**src/rtl/ahb_pkg.sv**
```systemverilog
// Shared AHB definitions: transfer encodings, arbiter state enum and index-width helper.
// Pure declarations; no latency or flow-control behaviour of its own.
package ahb_pkg;

  localparam logic [1:0] HTRANS_IDLE   = 2'b00;
  localparam logic [1:0] HTRANS_BUSY   = 2'b01;
  localparam logic [1:0] HTRANS_NONSEQ = 2'b10;
  localparam logic [1:0] HTRANS_SEQ    = 2'b11;

  typedef enum logic [1:0] {
    ARB_PARK = 2'd0,
    ARB_OWN  = 2'd1,
    ARB_LOCK = 2'd2
  } arb_state_t;

  function automatic int HMASTER_W(input int n);
    return (n <= 2) ? 1 : $clog2(n);
  endfunction

endpackage

```
**src/rtl/ahb_arbiter_if.sv**
```systemverilog
// Arbitration signal bundle between bus masters and the arbiter.
// master = requester side, slave = arbiter side.
interface ahb_arbiter_if
  import ahb_pkg::*;
#(
  parameter int NUM_MASTERS = 4
) ();

  localparam int MW = HMASTER_W(NUM_MASTERS);

  logic [NUM_MASTERS-1:0] Hbusreq;
  logic [NUM_MASTERS-1:0] Hlock;
  logic [1:0]             Htrans;
  logic                   Hready;
  logic [NUM_MASTERS-1:0] Hgrant;
  logic [MW-1:0]          Hmaster;
  logic                   Hmastlock;

  modport master (
    output Hbusreq, Hlock, Htrans, Hready,
    input  Hgrant, Hmaster, Hmastlock
  );

  modport slave (
    input  Hbusreq, Hlock, Htrans, Hready,
    output Hgrant, Hmaster, Hmastlock
  );

endinterface

```
**src/rtl/ahb_rr_pick.sv**
```systemverilog
// Rotate-priority encoder: first requester at or after i_start, wrapping; purely combinational.
// No storage, no backpressure.
module ahb_rr_pick
  import ahb_pkg::*;
#(
  parameter  int NUM_MASTERS = 4,
  localparam int IW          = HMASTER_W(NUM_MASTERS)
) (
  input  logic [NUM_MASTERS-1:0] i_req,
  input  logic [IW-1:0]          i_start,
  output logic [IW-1:0]          o_idx,
  output logic                   o_any
);

  logic [NUM_MASTERS-1:0] w_rot;
  logic [IW-1:0]          w_off;
  logic [IW:0]            w_sum;

  // Doubling the vector turns the wrap-around search into a plain right shift.
  assign w_rot = NUM_MASTERS'({i_req, i_req} >> i_start);

  always_comb begin
    w_off = '0;
    for (int k = NUM_MASTERS - 1; k >= 0; k--) begin
      if (w_rot[k[IW-1:0]]) w_off = k[IW-1:0];
    end
  end

  assign w_sum = {1'b0, i_start} + {1'b0, w_off};
  assign o_idx = (w_sum >= (IW+1)'(NUM_MASTERS)) ? IW'(w_sum - (IW+1)'(NUM_MASTERS))
                                                 : w_sum[IW-1:0];
  assign o_any = |i_req;

endmodule

```
**src/rtl/ahb_arbiter.sv**
```systemverilog
// Round-robin AHB arbiter with lock, tenure cap and parking; grant 1 Hready edge after request.
// Hready=0 or a BUSY/SEQ beat freezes the grant; Hready=0 freezes all state.
module ahb_arbiter
  import ahb_pkg::*;
#(
  parameter int NUM_MASTERS    = 4,
  parameter int DEFAULT_MASTER = 0,
  parameter int MAX_HOLD       = 16
) (
  input  logic         Hclk,
  input  logic         Hresetn,
  ahb_arbiter_if.slave bus
);

  localparam int                     IW        = HMASTER_W(NUM_MASTERS);
  localparam int                     HW        = (MAX_HOLD < 1) ? 1 : $clog2(MAX_HOLD + 1);
  localparam logic [IW-1:0]          DEF_IDX   = IW'(DEFAULT_MASTER);
  localparam logic [NUM_MASTERS-1:0] DEF_GRANT = NUM_MASTERS'(1) << DEFAULT_MASTER;

  arb_state_t             r_state, w_state_nxt;
  logic [IW-1:0]          r_owner, w_owner_nxt;
  logic [HW-1:0]          r_hold, w_hold_nxt;
  logic [NUM_MASTERS-1:0] r_grant, w_grant_nxt;
  logic [IW-1:0]          r_hmaster, w_hmaster_nxt;
  logic                   r_mastlock, w_mastlock_nxt;

  logic          w_owner_req, w_owner_lock, w_others, w_defer, w_keep, w_any;
  logic [IW-1:0] w_start, w_win;

  assign w_owner_req  = bus.Hbusreq[r_owner];
  assign w_owner_lock = w_owner_req & bus.Hlock[r_owner];
  assign w_others     = |(bus.Hbusreq & ~r_grant);
  assign w_defer      = (bus.Htrans == HTRANS_BUSY) || (bus.Htrans == HTRANS_SEQ);
  assign w_keep       = w_owner_req && (w_owner_lock || (MAX_HOLD == 0) ||
                                        (int'(r_hold) + 1 < MAX_HOLD) || !w_others);
  assign w_start      = (r_owner == IW'(NUM_MASTERS - 1)) ? '0 : r_owner + 1'b1;

  ahb_rr_pick #(.NUM_MASTERS(NUM_MASTERS)) u_pick (
    .i_req   (bus.Hbusreq),
    .i_start (w_start),
    .o_idx   (w_win),
    .o_any   (w_any)
  );

  always_ff @(posedge Hclk or negedge Hresetn) begin
    if (!Hresetn) begin
      r_state    <= ARB_PARK;
      r_owner    <= DEF_IDX;
      r_hold     <= '0;
      r_grant    <= DEF_GRANT;
      r_hmaster  <= DEF_IDX;
      r_mastlock <= 1'b0;
    end else begin
      r_state    <= w_state_nxt;
      r_owner    <= w_owner_nxt;
      r_hold     <= w_hold_nxt;
      r_grant    <= w_grant_nxt;
      r_hmaster  <= w_hmaster_nxt;
      r_mastlock <= w_mastlock_nxt;
    end
  end

  always_comb begin
    w_state_nxt = r_state;
    w_owner_nxt = r_owner;
    w_hold_nxt  = r_hold;
    if (bus.Hready && !w_defer) begin
      if (w_keep) begin
        w_state_nxt = w_owner_lock ? ARB_LOCK : ARB_OWN;
        // Tenure only accumulates across consecutive unlocked edges of the same owner.
        if (r_state == ARB_OWN && !w_owner_lock) begin
          if (int'(r_hold) < MAX_HOLD) w_hold_nxt = r_hold + 1'b1;
        end else begin
          w_hold_nxt = '0;
        end
      end else if (w_any) begin
        w_owner_nxt = w_win;
        w_state_nxt = bus.Hlock[w_win] ? ARB_LOCK : ARB_OWN;
        w_hold_nxt  = '0;
      end else begin
        w_owner_nxt = DEF_IDX;
        w_state_nxt = ARB_PARK;
        w_hold_nxt  = '0;
      end
    end
  end

  always_comb begin
    w_grant_nxt              = '0;
    w_grant_nxt[w_owner_nxt] = 1'b1;
    w_hmaster_nxt            = r_hmaster;
    w_mastlock_nxt           = r_mastlock;
    if (bus.Hready) begin
      w_hmaster_nxt  = r_owner;
      w_mastlock_nxt = w_owner_lock;
    end
  end

  assign bus.Hgrant    = r_grant;
  assign bus.Hmaster   = r_hmaster;
  assign bus.Hmastlock = r_mastlock;

endmodule

```
**src/flat_wrapper.sv**
```systemverilog
// flat-port wrapper written by rule: the top's interface ports become plain ports
module ahb_arbiter_flat import ahb_pkg::*;
#(
  parameter int NUM_MASTERS    = 4,
  parameter int DEFAULT_MASTER = 0,
  parameter int MAX_HOLD       = 16
)
  (Hclk, Hresetn, bus_Hbusreq, bus_Hlock, bus_Htrans, bus_Hready, bus_Hgrant, bus_Hmaster, bus_Hmastlock);
  ahb_arbiter_if #(.NUM_MASTERS(NUM_MASTERS)) bus_i ();
  input  logic Hclk;
  input  logic Hresetn;
  input wire logic [$bits(bus_i.Hbusreq)-1:0] bus_Hbusreq;
  input wire logic [$bits(bus_i.Hlock)-1:0] bus_Hlock;
  input wire logic [$bits(bus_i.Htrans)-1:0] bus_Htrans;
  input wire logic [$bits(bus_i.Hready)-1:0] bus_Hready;
  output wire logic [$bits(bus_i.Hgrant)-1:0] bus_Hgrant;
  output wire logic [$bits(bus_i.Hmaster)-1:0] bus_Hmaster;
  output wire logic [$bits(bus_i.Hmastlock)-1:0] bus_Hmastlock;
  assign bus_i.Hbusreq = bus_Hbusreq;
  assign bus_i.Hlock = bus_Hlock;
  assign bus_i.Htrans = bus_Htrans;
  assign bus_i.Hready = bus_Hready;
  assign bus_Hgrant = bus_i.Hgrant;
  assign bus_Hmaster = bus_i.Hmaster;
  assign bus_Hmastlock = bus_i.Hmastlock;
  ahb_arbiter #(.NUM_MASTERS(NUM_MASTERS), .DEFAULT_MASTER(DEFAULT_MASTER), .MAX_HOLD(MAX_HOLD)) u_core (.Hclk(Hclk), .Hresetn(Hresetn), .bus(bus_i));
endmodule
```
**config.mk**
```make
export PLATFORM = sky130hd
export DESIGN_NAME = ahb_arbiter_flat
export DESIGN_NICKNAME = d
export VERILOG_FILES = /design/src/rtl/ahb_pkg.sv /design/src/rtl/ahb_arbiter_if.sv /design/src/rtl/ahb_rr_pick.sv /design/src/rtl/ahb_arbiter.sv /design/src/flat_wrapper.sv
export SDC_FILE = /design/constraint.sdc
export NUM_CORES = 1
export LEC_CHECK = 0
export ABC_AREA = 0
export CAP_MARGIN = 5
export CORE_MARGIN = 2
export CORE_UTILIZATION = 51
export DETAILED_ROUTE_END_ITERATION = 6
export GPL_TIMING_DRIVEN = 0
export PLACE_DENSITY_LB_ADDON = 0.15
export SYNTH_ARGS = -nofsm -noshare
export SYNTH_HDL_FRONTEND = slang
export SYNTH_SLANG_ARGS = --single-unit
```
**constraint.sdc**
```tcl
create_clock -name Hclk -period 2.6 [get_ports Hclk]
set_input_delay 0.52 -clock Hclk [delete_from_list [all_inputs] [get_ports Hclk]]
set_output_delay 0.52 -clock Hclk [all_outputs]
set_load 0.05 [all_outputs]
```
; ---- After elaboration in Yosys (flattened, before gate mapping)
; Cells that the tools add are included.
[classes]
addsub = 5
n_mul = 0
n_div = 0
n_lt_le_gt_ge = 7
n_eq_ne = 5
n_shift = 1
n_mux = 24
n_bitwise = 3
reduce_logical = 13
[op_table]
columns = op, n
row1 = $lt 32x6->1 const B, 1
row2 = $mux 2, 13
row3 = $mux 5, 3
row4 = $lt 2x3->1 const B, 3
row5 = $reduce_or 4->1, 2
row6 = $shr 8x2->4, 1
row7 = $add 5x1->6 const B, 1
row8 = $bmux 1 s2, 3
row9 = $add 5x1->5 const B, 1
row10 = $lt 5x5->1 const B, 1
row11 = $and 4x4->4, 1
row12 = $eq 2x1->1 const B, 2
row13 = $eq 2x2->1 const B, 2
row14 = $logic_and 1x1->1, 4
row15 = $mux 1, 4
row16 = $not 4->4, 1
row17 = $add 2x2->3, 1
row18 = $ge 3x3->1 const B, 1
row19 = $logic_not 1->1, 3
row20 = $logic_or 1x1->1, 3
row21 = $ne 3x3->1 const B, 1
row22 = $add 2x1->2 const B, 1
row23 = $demux 1 s2, 1
row24 = $ge 2x1->1 const B, 1
row25 = other kinds (3), 3
[totals]
ff_bits = 16
latch_bits = 0
ram_bits = 0
rom_bits = 0
inputBits = 13
out_inout_bits = 7
elab_cells = 64
memories = 0

; ---- Depth between registers and ports, before layout
; Gate-level depths: netlist (run 1).
[logic_depth]
depth_word = 17
ltp_mapped = 11
mapped_depth_nobuf = 11

; ---- Cells and area by module
; A second synthesis (run 1) with hierarchy kept.
[hier_totals]
cells_unflattened = 121
area_unflattened_um2 = 1143.6
[by_module_without_submodules]
columns = module, n_inst, cells_per_inst, area_per_inst_um2, seq_area_each_um2
row1 = ahb_arbiter, 1, 94, 964.7, 401.6
row2 = ahb_rr_pick, 1, 27, 178.9, 0.0

; ---- Worst setup path after synthesis (run 1)
; No wires, ideal clock.
[synth_timing]
kind = register -> register
startpoint = register u_core.r_owner[0]
endpoint = register u_core.r_state[1]
setup_time_ns = 0.118
arrival_ns = 2.226
required_ns = 2.482
slack_ns = 0.256
path_stages_with_launch = 12
n_path_buf = 0
synth_period_minus_slack_ns = 2.344
path_cell_list = dfrtp_1 > ha_1 > nand2_1 > a22oi_1 > nor2_1 > a21oi_1 > o21ai_0 > ha_1 > xnor2_1 > xnor2_1 > mux4_2 > a21o_1
[synth_between]
elab_chain_cells = 15
elab_cells_between_ends = 26
classes_between = add/sub: 3 / order compare: 1 / eq/ne: 1 / shift: 1 / mux: 16 / bitwise: 1 / reduce/logical: 3
[synth_rtl]
columns = item, line_no
row1 = "start, declared", ahb_arbiter.sv:21  ; logic [IW-1:0] r_owner, w_owner_nxt;
row2 = "start signal, assigned", ahb_arbiter.sv:55  ; r_owner <= w_owner_nxt;
row3 = $add 2x1->2 / $eq 2x2->1 (equally long branches), ahb_arbiter.sv:36  ; assign w_start = (r_owner == IW'(NUM_MASTERS - 1)) ? '0 : r_owner + 1'b1;
row4 = $mux 2, ahb_arbiter.sv:36
row5 = $shr 8x2->4, ahb_rr_pick.sv:20  ; assign w_rot = NUM_MASTERS'({i_req, i_req} >> i_start);
row6 = $mux 2 (4 in a row), ahb_rr_pick.sv:25  ; if (w_rot[k[IW-1:0]]) w_off = k[IW-1:0];
row7 = $add 2x2->3, ahb_rr_pick.sv:29  ; assign w_sum = {1'b0, i_start} + {1'b0, w_off};
row8 = $ge 3x3->1 / $sub 2x1->2 (equally long branches), ahb_rr_pick.sv:30  ; assign o_idx = (w_sum >= (IW+1)'(NUM_MASTERS)) ? IW'(w_sum - (IW+1)'(NUM_MASTERS))
row9 = $mux 2, ahb_rr_pick.sv:30
row10 = $bmux 1 s2, ahb_arbiter.sv:78  ; w_state_nxt = bus.Hlock[w_win] ? ARB_LOCK : ARB_OWN;
row11 = $mux 1 (not written as such), ahb_arbiter.sv:78
row12 = $mux 2, ahb_arbiter.sv:78
row13 = $mux 2, ahb_arbiter.sv:76  ; end else if (w_any) begin
row14 = $mux 2 *, ahb_arbiter.sv:68  ; if (w_keep) begin
row15 = "end signal, assigned", ahb_arbiter.sv:54  ; r_state <= w_state_nxt;
row16 = "end, declared", ahb_arbiter.sv:20  ; arb_state_t r_state, w_state_nxt;
; Mark *: on every way between the ends. The rest lies on a longest branch, timed or not. The select of a mux whose other input is x is not followed.
; A chain may end at the register's enable or synchronous reset.

; ---- Final worst setup path (run 1)
[layout_timing]
startpoint = register u_core.r_owner[1]
endpoint = register u_core.r_state[1]
; Same word-level chain as after synthesis.

==> impl_metrics.env, run 1 <==
export IMPL_clockBufferDepth=2
export IMPL_critPathKind="flip-flop to flip-flop"
export IMPL_synth_xor_area_frac=0.0166
export IMPL_coreArea_um2=1960
export IMPL_synth_top_family_by_area="simple AND/OR/NAND/NOR gates"
export IMPL_synth_edf_count=0
export IMPL_crit_top_cell="xnor2_2"
export IMPL_cp_required_ps=2780
export IMPL_dr_pass1_iters=6
export IMPL_drtIter0Drc=21
export IMPL_start_kind="flip-flop"
export IMPL_timing_worst_slew_pin_value_ps=716
export IMPL_syn_avg_cell_area_um2=8.79
export IMPL_synthArstFlopShare=1.00
export IMPL_setup_violations_final=0
export IMPL_die_x_um=49.5
export IMPL_io_buffers=16
export IMPL_fin_util=0.679
export IMPL_relSlewSlack=0.521
export IMPL_synth_adder_area_share=0.0356
export IMPL_area_growth_syn_to_layout_pct=26.3
export IMPL_slew_viol_final=0
export IMPL_skew_ps=5.95
export IMPL_synth_simple_area_share=0.217
export IMPL_synth_compound_area_share=0.209
export IMPL_ios=20
export IMPL_gr_total_overflow=0
export IMPL_p_leak_nw=0.562
export IMPL_grt_pass1_wl_mm=4.07
export IMPL_yosysSeqAreaShare=0.381
export IMPL_cp_buffers_inverters=0
export IMPL_endpoint_kind="flip-flop"
export IMPL_cts_tree="done"
export IMPL_hpwl_mm=1.68
export IMPL_place_gp_congestion=0.856
export IMPL_power_density_nw_per_um2=1180
export IMPL_synth_area_mux_share=0.0890
export IMPL_hp_class="flip-flop to flip-flop"
export IMPL_ys_ff_latch=16
export IMPL_synth_most_common_cell="nand2_1"
export IMPL_cts_made_buffers=3
export IMPL_grt_use_total=0.214
export IMPL_final_setup_tns_ps=0
export IMPL_drc_errors=0
export IMPL_yosysTopAreaCellShare=0.356
export IMPL_num_antenna_cells=0
export IMPL_yosys_top_cells_count="nand2_1, dfrtp_1, o21ai_0"
export IMPL_ys_flop_type="dfrtp_1"
export IMPL_die_h_um=49.5
export IMPL_path_clk_slew_ps=90
export IMPL_peakVddDrop_mv=1.00
export IMPL_root_buffer="clkbuf_4"
export IMPL_grt_pass1_vias=938
export IMPL_start_util=0.538
export IMPL_htreeDepth=1
export IMPL_cpMaxStageDelayCell="dfrtp_1"
export IMPL_cts_sink_count=16
export IMPL_dieArea_um2=2450
export IMPL_insertion_delay_ps=290
export IMPL_cp_slowest_stage_delay_ps=420
export IMPL_netlist_area_um2=1050
export IMPL_syn_num_nets=136
export IMPL_crit_family="compound AO/OA/AOI/OAI gates"
export IMPL_grt_max_degree=17
export IMPL_via_per_inst=5.82
export IMPL_period_minus_slack_ps=2490
export IMPL_wire_per_inst_um=13.8
export IMPL_drive_above_1_share=0.134
export IMPL_outcome="finished clean"
export IMPL_synth_warning_count=0
export IMPL_antenna_found_initial=0
export IMPL_vias=983
export IMPL_layout_nets=159
export IMPL_synth_distinct_cells=36
export IMPL_synth_top_area_cell="dfrtp_1"
export IMPL_finalCritPeriodShare=0.957
export IMPL_worstPathArrival_ps=2670
export IMPL_hold_viol=0
export IMPL_syn_inst=120
export IMPL_hold_buffers=0
export IMPL_fmax_mhz=402
export IMPL_max_cap_violations=0
export IMPL_final_antenna_net_count=0
export IMPL_path_cells="ha_4, nand2_1, a22oi_2, nor2_1, a21oi_1, o21ai_0, ha_2, xnor2_2, xnor2_2, mux4_2, a21o_1"
export IMPL_cp_max_fo=5
export IMPL_num_rows=16
export IMPL_synth_area_top_cells="dfrtp_1, nand2_1, o21ai_0"
export IMPL_routed_wirelength_mm=2.33
[metal layers]
layer  GRT usage  wire length, µm  up-vias
li1            -                -      478
met1       0.275             1060      469
met2       0.369             1110       34
met3      0.0606              145        2
met4      0.0278                9        0
met5           0                0        -
[sequential cells by signal, summed over array words and instances (netlist names)]
signal	flops
u_core.bus.Hmastlock	1
u_core.bus.Hmaster	2
u_core.r_hold	5
u_core.r_owner	2
u_core.r_state	2
u_core.bus.Hgrant	4
[where the power goes]
part / internal, mW / switching, mW / total, mW
clock: 0.0853 / 0.0807 / 0.166
combinational: 0.449 / 0.560 / 1.01
sequential: 0.338 / 0.0524 / 0.391
[tightest hold or removal path, cell delays in order (launching register included)]
cell,delay (ps)
dfrtp_1,350
a21oi_1,60
o21ai_0,60
[worst paths after layout]
kind | end | startpoint | cells after the start | slack, ps
setup / recovery | u_core.r_state[1] | u_core.r_owner[1] | 11 | 110
hold / removal | u_core.r_state[0] | u_core.r_state[0] | 2 | 490
setup reg to reg | u_core.r_state[1] | u_core.r_owner[1] | 11 | 110
hold reg to reg | u_core.r_state[0] | u_core.r_state[0] | 2 | 490
max in group asynchronous | u_core.r_owner[1] | Hresetn | 1 | 1500
min in group asynchronous | u_core.bus.Hgrant[3] | Hresetn | 1 | 650
[cell type report]
cell class	count	area, µm²
flip-flops and latches	16	402
multi-input cells	92	633
repair buffers	18	173
fillers	185	629
well taps	27	33.8
plain buffers	8	40.0
inverters	4	15.0
clock buffers	4	36.3
[cells by family (layout without fill, tap and decap cells)]
group | count (synthesis) | in the layout
XOR/XNOR | 2 | 2
adder cells (fa/ha/maj) | 3 | 3
flip-flops | 16 | 16
buffers and inverters | 12 | 34
multiplexers | 5 | 5
AO/OA/AOI/OAI | 35 | 35
AND/OR/NAND/NOR | 47 | 47
[metrics by stage]
step	instances	power (mW)	area (µm²)	setup slack (ps)	hold WS, ps
after global placement	163	1.27	1250	-421	490
after detailed placement	163	1.29	1250	-440	474
after global routing	169	1.67	1330	-28.1	539
final	169	1.57	1330	112	492
after CTS	167	1.48	1290	25.0	496
after floorplan	120	1.06	1050	256	224
[cell usage in the layout, fill, tap and decap left out, drive strengths merged, types with 2 or more instances in the layout]
master and instances:
buf 5, xnor2 2, inv 4, ha 3, nor3 2, dlygate4sd2 2, nor2b 2, mux2 2
o211ai 3, clkdlybuf4s50 14, mux4 3, nor2 9, a21o 2, nand3 5, o22ai 2, clkbuf 9
nand2 16, a22o 2, a21oi 8, and3 2, dfrtp 15, o21ai 10, o21a 3, nand2b 5
[timing repair]
item | CTS | global route
cloned | 0 | 0
pin swaps | 0 | 2
gates resized for setup | 3 | 5
endpoints found under the setup margin | 3 | 5
buffers inserted | 0 | 2
(Power assumes the default switching activity.)
==> run 2: changes to the inputs <==
--- a/config.mk
+++ b/config.mk
@@ -8,7 +8,7 @@
 export ABC_AREA = 0
 export CAP_MARGIN = 5
 export CORE_MARGIN = 2
-export CORE_UTILIZATION = 51
+export CORE_UTILIZATION = 50
 export DETAILED_ROUTE_END_ITERATION = 6
 export GPL_TIMING_DRIVEN = 0
 export PLACE_DENSITY_LB_ADDON = 0.15
==> run 2 against run 1 <==
Against the previous run:
- routed wire length decreased by 2.0%
- combinational power increased by 4%
- hold slack improved by 32 ps
- sequential power hardly changed
- first-iteration DRC count up 100%
- design area unchanged
- maximum frequency grew 1.5%
- critical path depth did not move
- register-to-register slack improved by 40 ps
- non-clock buffer count is the same
==> impl_metrics.env, run 2 (same netlist as run 1, synthesis figures left out) <==
export IMPL_outcome="finished clean"
export IMPL_htreeDepth=1
export IMPL_path_cells="ha_4, nand2_1, a22oi_2, nor2_1, a21oi_1, o21ai_1, ha_2, xnor2_2, xnor2_2, mux4_2, a21o_1"
export IMPL_path_clk_slew_ps=100
export IMPL_drive_above_1_share=0.134
export IMPL_crit_family="adder cells"
export IMPL_fillCellCount=162
export IMPL_clockBufferDepth=2
export IMPL_rsz0062_at_grt="false"
export IMPL_p_sw_mw=0.718
export IMPL_cts_sink_count=16
export IMPL_fin_area_um2=1330
export IMPL_wire_per_inst_um=13.5
export IMPL_met2_length_mm=1.07
export IMPL_setup_violations_final=0
export IMPL_placedCellCount=163
export IMPL_hold_viol=0
export IMPL_cp_max_fo=5
export IMPL_final_setup_worst_slack_ps=148
export IMPL_multi_input_area_um2=633
export IMPL_cts_tree="done"
export IMPL_cp_startpoint="u_core.r_owner[0]"
export IMPL_met3_length_um=165
export IMPL_grt_pass1_vias=874
export IMPL_cpMaxStageDelayCell="dfrtp_1"
export IMPL_seq_area_um2=402
export IMPL_drtIter0Drc=43
export IMPL_dr_pass1_iters=4
export IMPL_start_util=0.532
export IMPL_critPathKind="flip-flop to flip-flop"
export IMPL_power_frac_seq=0.243
export IMPL_area_growth_syn_to_layout_pct=26.3
export IMPL_crit_top_cell="xnor2_2"
export IMPL_switching_share=0.446
export IMPL_num_antenna_cells=0
export IMPL_p_leak_nw=0.562
export IMPL_placed_cell_area_um2=1250
export IMPL_cp_buffers_inverters=0
export IMPL_p_int_mw=0.893
export IMPL_relSlewSlack=0.510
export IMPL_gr_total_overflow=0
export IMPL_routed_wirelength_mm=2.28
export IMPL_ios=20
export IMPL_pwr_share_clk=0.105
export IMPL_peakVddDrop_mv=0.938
export IMPL_io_buffers=16
export IMPL_final_common_cell="nand2_1"
export IMPL_fmax_mhz=408
export IMPL_cp_endpoint="u_core.r_state[1]"
export IMPL_coreArea_um2=1980
export IMPL_slew_viol_final=0
export IMPL_place_gp_congestion=0.853
export IMPL_regMostFlops="u_core.r_hold"
export IMPL_timing_worst_slew_pin_value_ps=733
export IMPL_finalCritPeriodShare=0.943
export IMPL_power_density_nw_per_um2=1210
export IMPL_dp_slack_ps=-450
export IMPL_reg2regPathDepth=11
export IMPL_rr_endpoint="u_core.r_state[1]"
export IMPL_die_h_um=49.9
export IMPL_comb_power_share=0.651
export IMPL_dieArea_um2=2490
export IMPL_vias=963
export IMPL_final_antenna_net_count=0
export IMPL_p_total_mw=1.61
export IMPL_final_cell_mix="nand2_1, dfrtp_1, clkdlybuf4s50_1, nor2_1"
export IMPL_start_kind="flip-flop"
export IMPL_endpoint_kind="flip-flop"
export IMPL_layout_nets=159
export IMPL_die_x_um=49.9
export IMPL_regToRegStartpoint="u_core.r_owner[0]"
export IMPL_grt_use_total=0.202
export IMPL_r2r_setup_slack_ps=150
export IMPL_highest_layer="met4"
export IMPL_insertion_delay_ps=300
export IMPL_num_rows=16
export IMPL_grt_pass1_wl_mm=3.80
export IMPL_root_buffer="clkbuf_4"
export IMPL_period_minus_slack_ps=2450
export IMPL_skew_ps=2.39
export IMPL_wl_met1_mm=1.02
export IMPL_hpwl_mm=1.67
export IMPL_drc_errors=0
export IMPL_via_per_inst=5.70
export IMPL_max_cap_violations=0
export IMPL_cts_made_buffers=3
export IMPL_cp_required_ps=2800
export IMPL_grt_max_degree=17
export IMPL_fin_cells=169
export IMPL_cp_depth=11
export IMPL_largest_register_ffs=5
export IMPL_antenna_found_initial=0
export IMPL_hp_class="flip-flop to flip-flop"
export IMPL_worstPathArrival_ps=2650
export IMPL_cp_slowest_stage_delay_ps=420
[run 2: cell counts in the layout (fill, tap and decap cells not counted)]
No cell type changed its count.
[run 2: layout make-up]
| cell class | instances | area share |
|---|---|---|
| inverters | 4 | 0.0113 |
| flip-flops and latches | 16 | 0.301 |
| well taps | 27 | 0.0254 |
| repair buffers | 18 | 0.130 |
| clock buffers | 4 | 0.0272 |
| plain buffers | 8 | 0.0300 |
| multi-input cells | 92 | 0.475 |
[run 2: power by group through the flow]
| stage | combinational [mW] | clock [mW] | sequential [mW] |
|---|---|---|---|
| final | 1.05 | 0.169 | 0.392 |
| after detailed placement | 0.901 | 0 | 0.392 |
| after global placement | 0.880 | 0 | 0.389 |
| after floorplan | 0.507 | 0 | 0.551 |
| after global routing | 1.12 | 0.188 | 0.402 |
| after CTS | 0.932 | 0.174 | 0.388 |
[run 2: worst min path at each step]
stage | startpoint | slack, ps | endpoint | cells after the start
4_1_cts | u_core.r_state[0] | 530 | u_core.r_state[0] | 2
3_5_place_dp | u_core.r_state[0] | 500 | u_core.r_state[0] | 2
6_report | u_core.bus.Hmaster[0] | 520 | u_core.bus.Hmaster[0] | 1
2_1_floorplan | Hresetn | 220 | u_core.bus.Hgrant[1] | 0
5_1_grt | u_core.bus.Hmaster[0] | 550 | u_core.bus.Hmaster[0] | 1
3_3_place_gp | u_core.r_state[0] | 490 | u_core.r_state[0] | 2
[run 2: what timing repair did]
action | 4_1_cts | 5_1_grt
pin swaps | 0 | 1
setup buffers | 0 | 2
hold buffers | 0 | 0
resized for setup | 3 | 7
setup endpoints to repair | 4 | 7
cloned | 0 | 0
[run 2: through the flow]
stage	util	TNS (ps)	hold slack, ps
after floorplan	-	0	224
after global placement	0.630	-1790	491
after detailed placement	0.630	-2100	501
after CTS	0.651	0	528
after global routing	0.672	0	547
final	0.672	0	525
[run 2: per-layer routing]
layer | global-route usage | vias to the layer above
met5 | 0 | -
met4 | 0.0833 | 0
met3 | 0.0364 | 2
met2 | 0.316 | 34
met1 | 0.274 | 454
li1 | - | 473
==> run 3: changes to the inputs <==
--- a/config.mk
+++ b/config.mk
@@ -5,9 +5,8 @@
 export SDC_FILE = /design/constraint.sdc
 export NUM_CORES = 1
 export LEC_CHECK = 0
-export ABC_AREA = 0
+export ABC_AREA = 1
 export CAP_MARGIN = 5
-export CORE_MARGIN = 2
 export CORE_UTILIZATION = 50
 export DETAILED_ROUTE_END_ITERATION = 6
 export GPL_TIMING_DRIVEN = 0
==> run 3 against run 2 <==
Against the previous run:
- sequential cell count stayed put
- maximum frequency is 2.5% higher
- first-iteration DRC count down 77%
- clock power shrank 18%
- clock skew fell by 1.4 ps
- core utilization is 0.078 points lower
- routed wire length grew 2.5%
- via count grew 7.8%
- critical path type unchanged
- largest cell class unchanged
- highest routed layer unchanged
==> impl_metrics.env, run 3 <==
export IMPL_hp_class="flip-flop to flip-flop"
export IMPL_outcome="finished clean"
export IMPL_drive_above_1_share=0.144
export IMPL_synth_warning_count=0
export IMPL_synth_most_common_cell="nand2_1"
export IMPL_dr_pass1_iters=4
export IMPL_final_cell_mix="nand2_1, inv_1, nand3_1, clkdlybuf4s50_1, dfrtp_1"
export IMPL_seq_area_um2=402
export IMPL_skew_ps=1.01
export IMPL_start_kind="flip-flop"
export IMPL_yosysSeqAreaShare=0.356
export IMPL_regMostFlops="u_core.r_hold"
export IMPL_cp_max_fo=6
export IMPL_fmax_mhz=418
export IMPL_p_leak_nw=0.720
export IMPL_setup_violations_final=0
export IMPL_slew_viol_final=0
export IMPL_antenna_found_initial=0
export IMPL_routed_wirelength_mm=2.34
export IMPL_cts_made_buffers=3
export IMPL_timing_worst_slew_pin_value_ps=723
export IMPL_netlist_area_um2=1130
export IMPL_clockBufferDepth=2
export IMPL_grt_use_total=0.216
export IMPL_syn_avg_cell_area_um2=7.14
export IMPL_syn_inst=158
export IMPL_drc_errors=0
export IMPL_finalCritPeriodShare=0.920
export IMPL_yosysTopAreaCellShare=0.333
export IMPL_rsz0062_at_grt="false"
export IMPL_area_growth_syn_to_layout_pct=21.5
export IMPL_grt_pass1_vias=990
export IMPL_path_clk_slew_ps=90
export IMPL_wire_per_inst_um=11.3
export IMPL_io_buffers=18
export IMPL_fin_area_um2=1370
export IMPL_via_per_inst=5.01
export IMPL_multi_input_area_um2=617
export IMPL_synth_area_top_cells="dfrtp_1, nand2_1, nand3_1"
export IMPL_num_rows=16
export IMPL_die_x_um=49.5
export IMPL_synth_distinct_cells=26
export IMPL_placed_cell_area_um2=1340
export IMPL_power_density_nw_per_um2=1210
export IMPL_cts_sink_count=16
export IMPL_worstPathArrival_ps=2570
export IMPL_num_antenna_cells=0
export IMPL_gr_total_overflow=0
export IMPL_final_common_cell="nand2_1"
export IMPL_peakVddDrop_mv=0.733
export IMPL_ys_ff_latch=16
export IMPL_period_minus_slack_ps=2390
export IMPL_largest_register_ffs=5
export IMPL_max_cap_violations=0
export IMPL_place_gp_congestion=0.908
export IMPL_cts_setup_buffers=0
export IMPL_grt_pass1_wl_mm=4.01
export IMPL_ys_flop_type="dfrtp_1"
export IMPL_insertion_delay_ps=290
export IMPL_hold_viol=0
export IMPL_synthArstFlopShare=1.00
export IMPL_ios=20
export IMPL_p_total_mw=1.66
export IMPL_relSlewSlack=0.516
export IMPL_root_buffer="clkbuf_4"
export IMPL_layout_nets=197
export IMPL_cp_required_ps=2780
export IMPL_synth_top_area_cell="dfrtp_1"
export IMPL_grt_max_degree=17
export IMPL_fillCellCount=201
export IMPL_final_antenna_net_count=0
export IMPL_endpoint_kind="flip-flop"
export IMPL_dieArea_um2=2450
export IMPL_cts_tree="done"
export IMPL_syn_num_nets=174
export IMPL_coreArea_um2=2040
export IMPL_start_util=0.553
export IMPL_critPathKind="flip-flop to flip-flop"
export IMPL_synth_edf_count=0
export IMPL_vias=1038
export IMPL_yosys_top_cells_count="nand2_1, inv_1, nand3_1"
export IMPL_drtIter0Drc=10
export IMPL_hpwl_mm=1.86
export IMPL_die_h_um=49.5
export IMPL_htreeDepth=1
run 3: what timing repair did:
item                                    CTS  global route
endpoints found under the setup margin    0             4
hold endpoints to repair                  0             0
resized for setup                         0             1
hold buffers                              0             0
run 3: final cells by class:
cell class | instances | share of cell area
repair buffers | 18 | 0.131
inverters | 27 | 0.0739
multi-input cells | 114 | 0.450
well taps | 27 | 0.0246
flip-flops and latches | 16 | 0.293
clock buffers | 4 | 0.0192
plain buffers | 1 | 0.00821
run 3: stage by stage:
stage / instances / util / setup TNS [ps] / hold slack, ps / worst slack (ps)
6_report: 207 / 0.672 / 0 / 492 / 209
5_1_grt: 207 / 0.672 / 0 / 542 / 21.4
4_1_cts: 207 / 0.670 / 0 / 497 / 161
3_5_place_dp: 203 / 0.657 / -1.46 / 473 / -1.46
3_3_place_gp: 203 / 0.657 / 0 / 466 / 76.2
2_1_floorplan: 158 / - / 0 / 224 / 492
run 3: worst paths after layout:
kind | cells after the start | end | slack (ps) | start
max | 13 | u_core.bus.Hgrant[2] | 210 | u_core.r_owner[1]
min | 2 | u_core.bus.Hmastlock | 490 | u_core.bus.Hmastlock
max reg2reg | 13 | u_core.bus.Hgrant[2] | 210 | u_core.r_owner[1]
min in group asynchronous | 1 | u_core.bus.Hmaster[0] | 660 | Hresetn
min reg2reg | 2 | u_core.bus.Hmastlock | 490 | u_core.bus.Hmastlock
max in group asynchronous | 1 | u_core.r_state[1] | 1490 | Hresetn
run 3: worst max-delay path, cell delays in order, from the launching register on:
cell and delay [ps]:
dfrtp_1 430, ha_2 330, inv_1 150, nand3_1 90, nand2_1 100, nand3_1 70
a21boi_0 180, ha_1 190, xor2_1 210, inv_1 60, nand3_1 100, nand2_1 100
a21oi_1 210, nor2_1 70
run 3: cells by family after synthesis:
kind of cell,count (synthesis),synth area share
flops,16,0.356
compound gates,15,0.0743
simple gates,92,0.406
fa+ha+maj,3,0.0333
buf+inv,28,0.0998
xor+xnor,4,0.0310
run 3: metal layers:
metal	track usage	up-vias	share of wire
li1	-	543	-
met1	0.262	463	0.47
met2	0.368	30	0.46
met3	0.0741	2	0.063
met4	0.0524	0	0.0077
met5	0	-	0
run 3: where the power goes:
part           leakage, nW  total [mW]  internal, mW  switching, mW
registers            0.206       0.391         0.335         0.0555
clock network       0.0150       0.138        0.0597         0.0783
logic                0.498        1.13         0.398          0.729
total                0.720        1.66         0.792          0.863
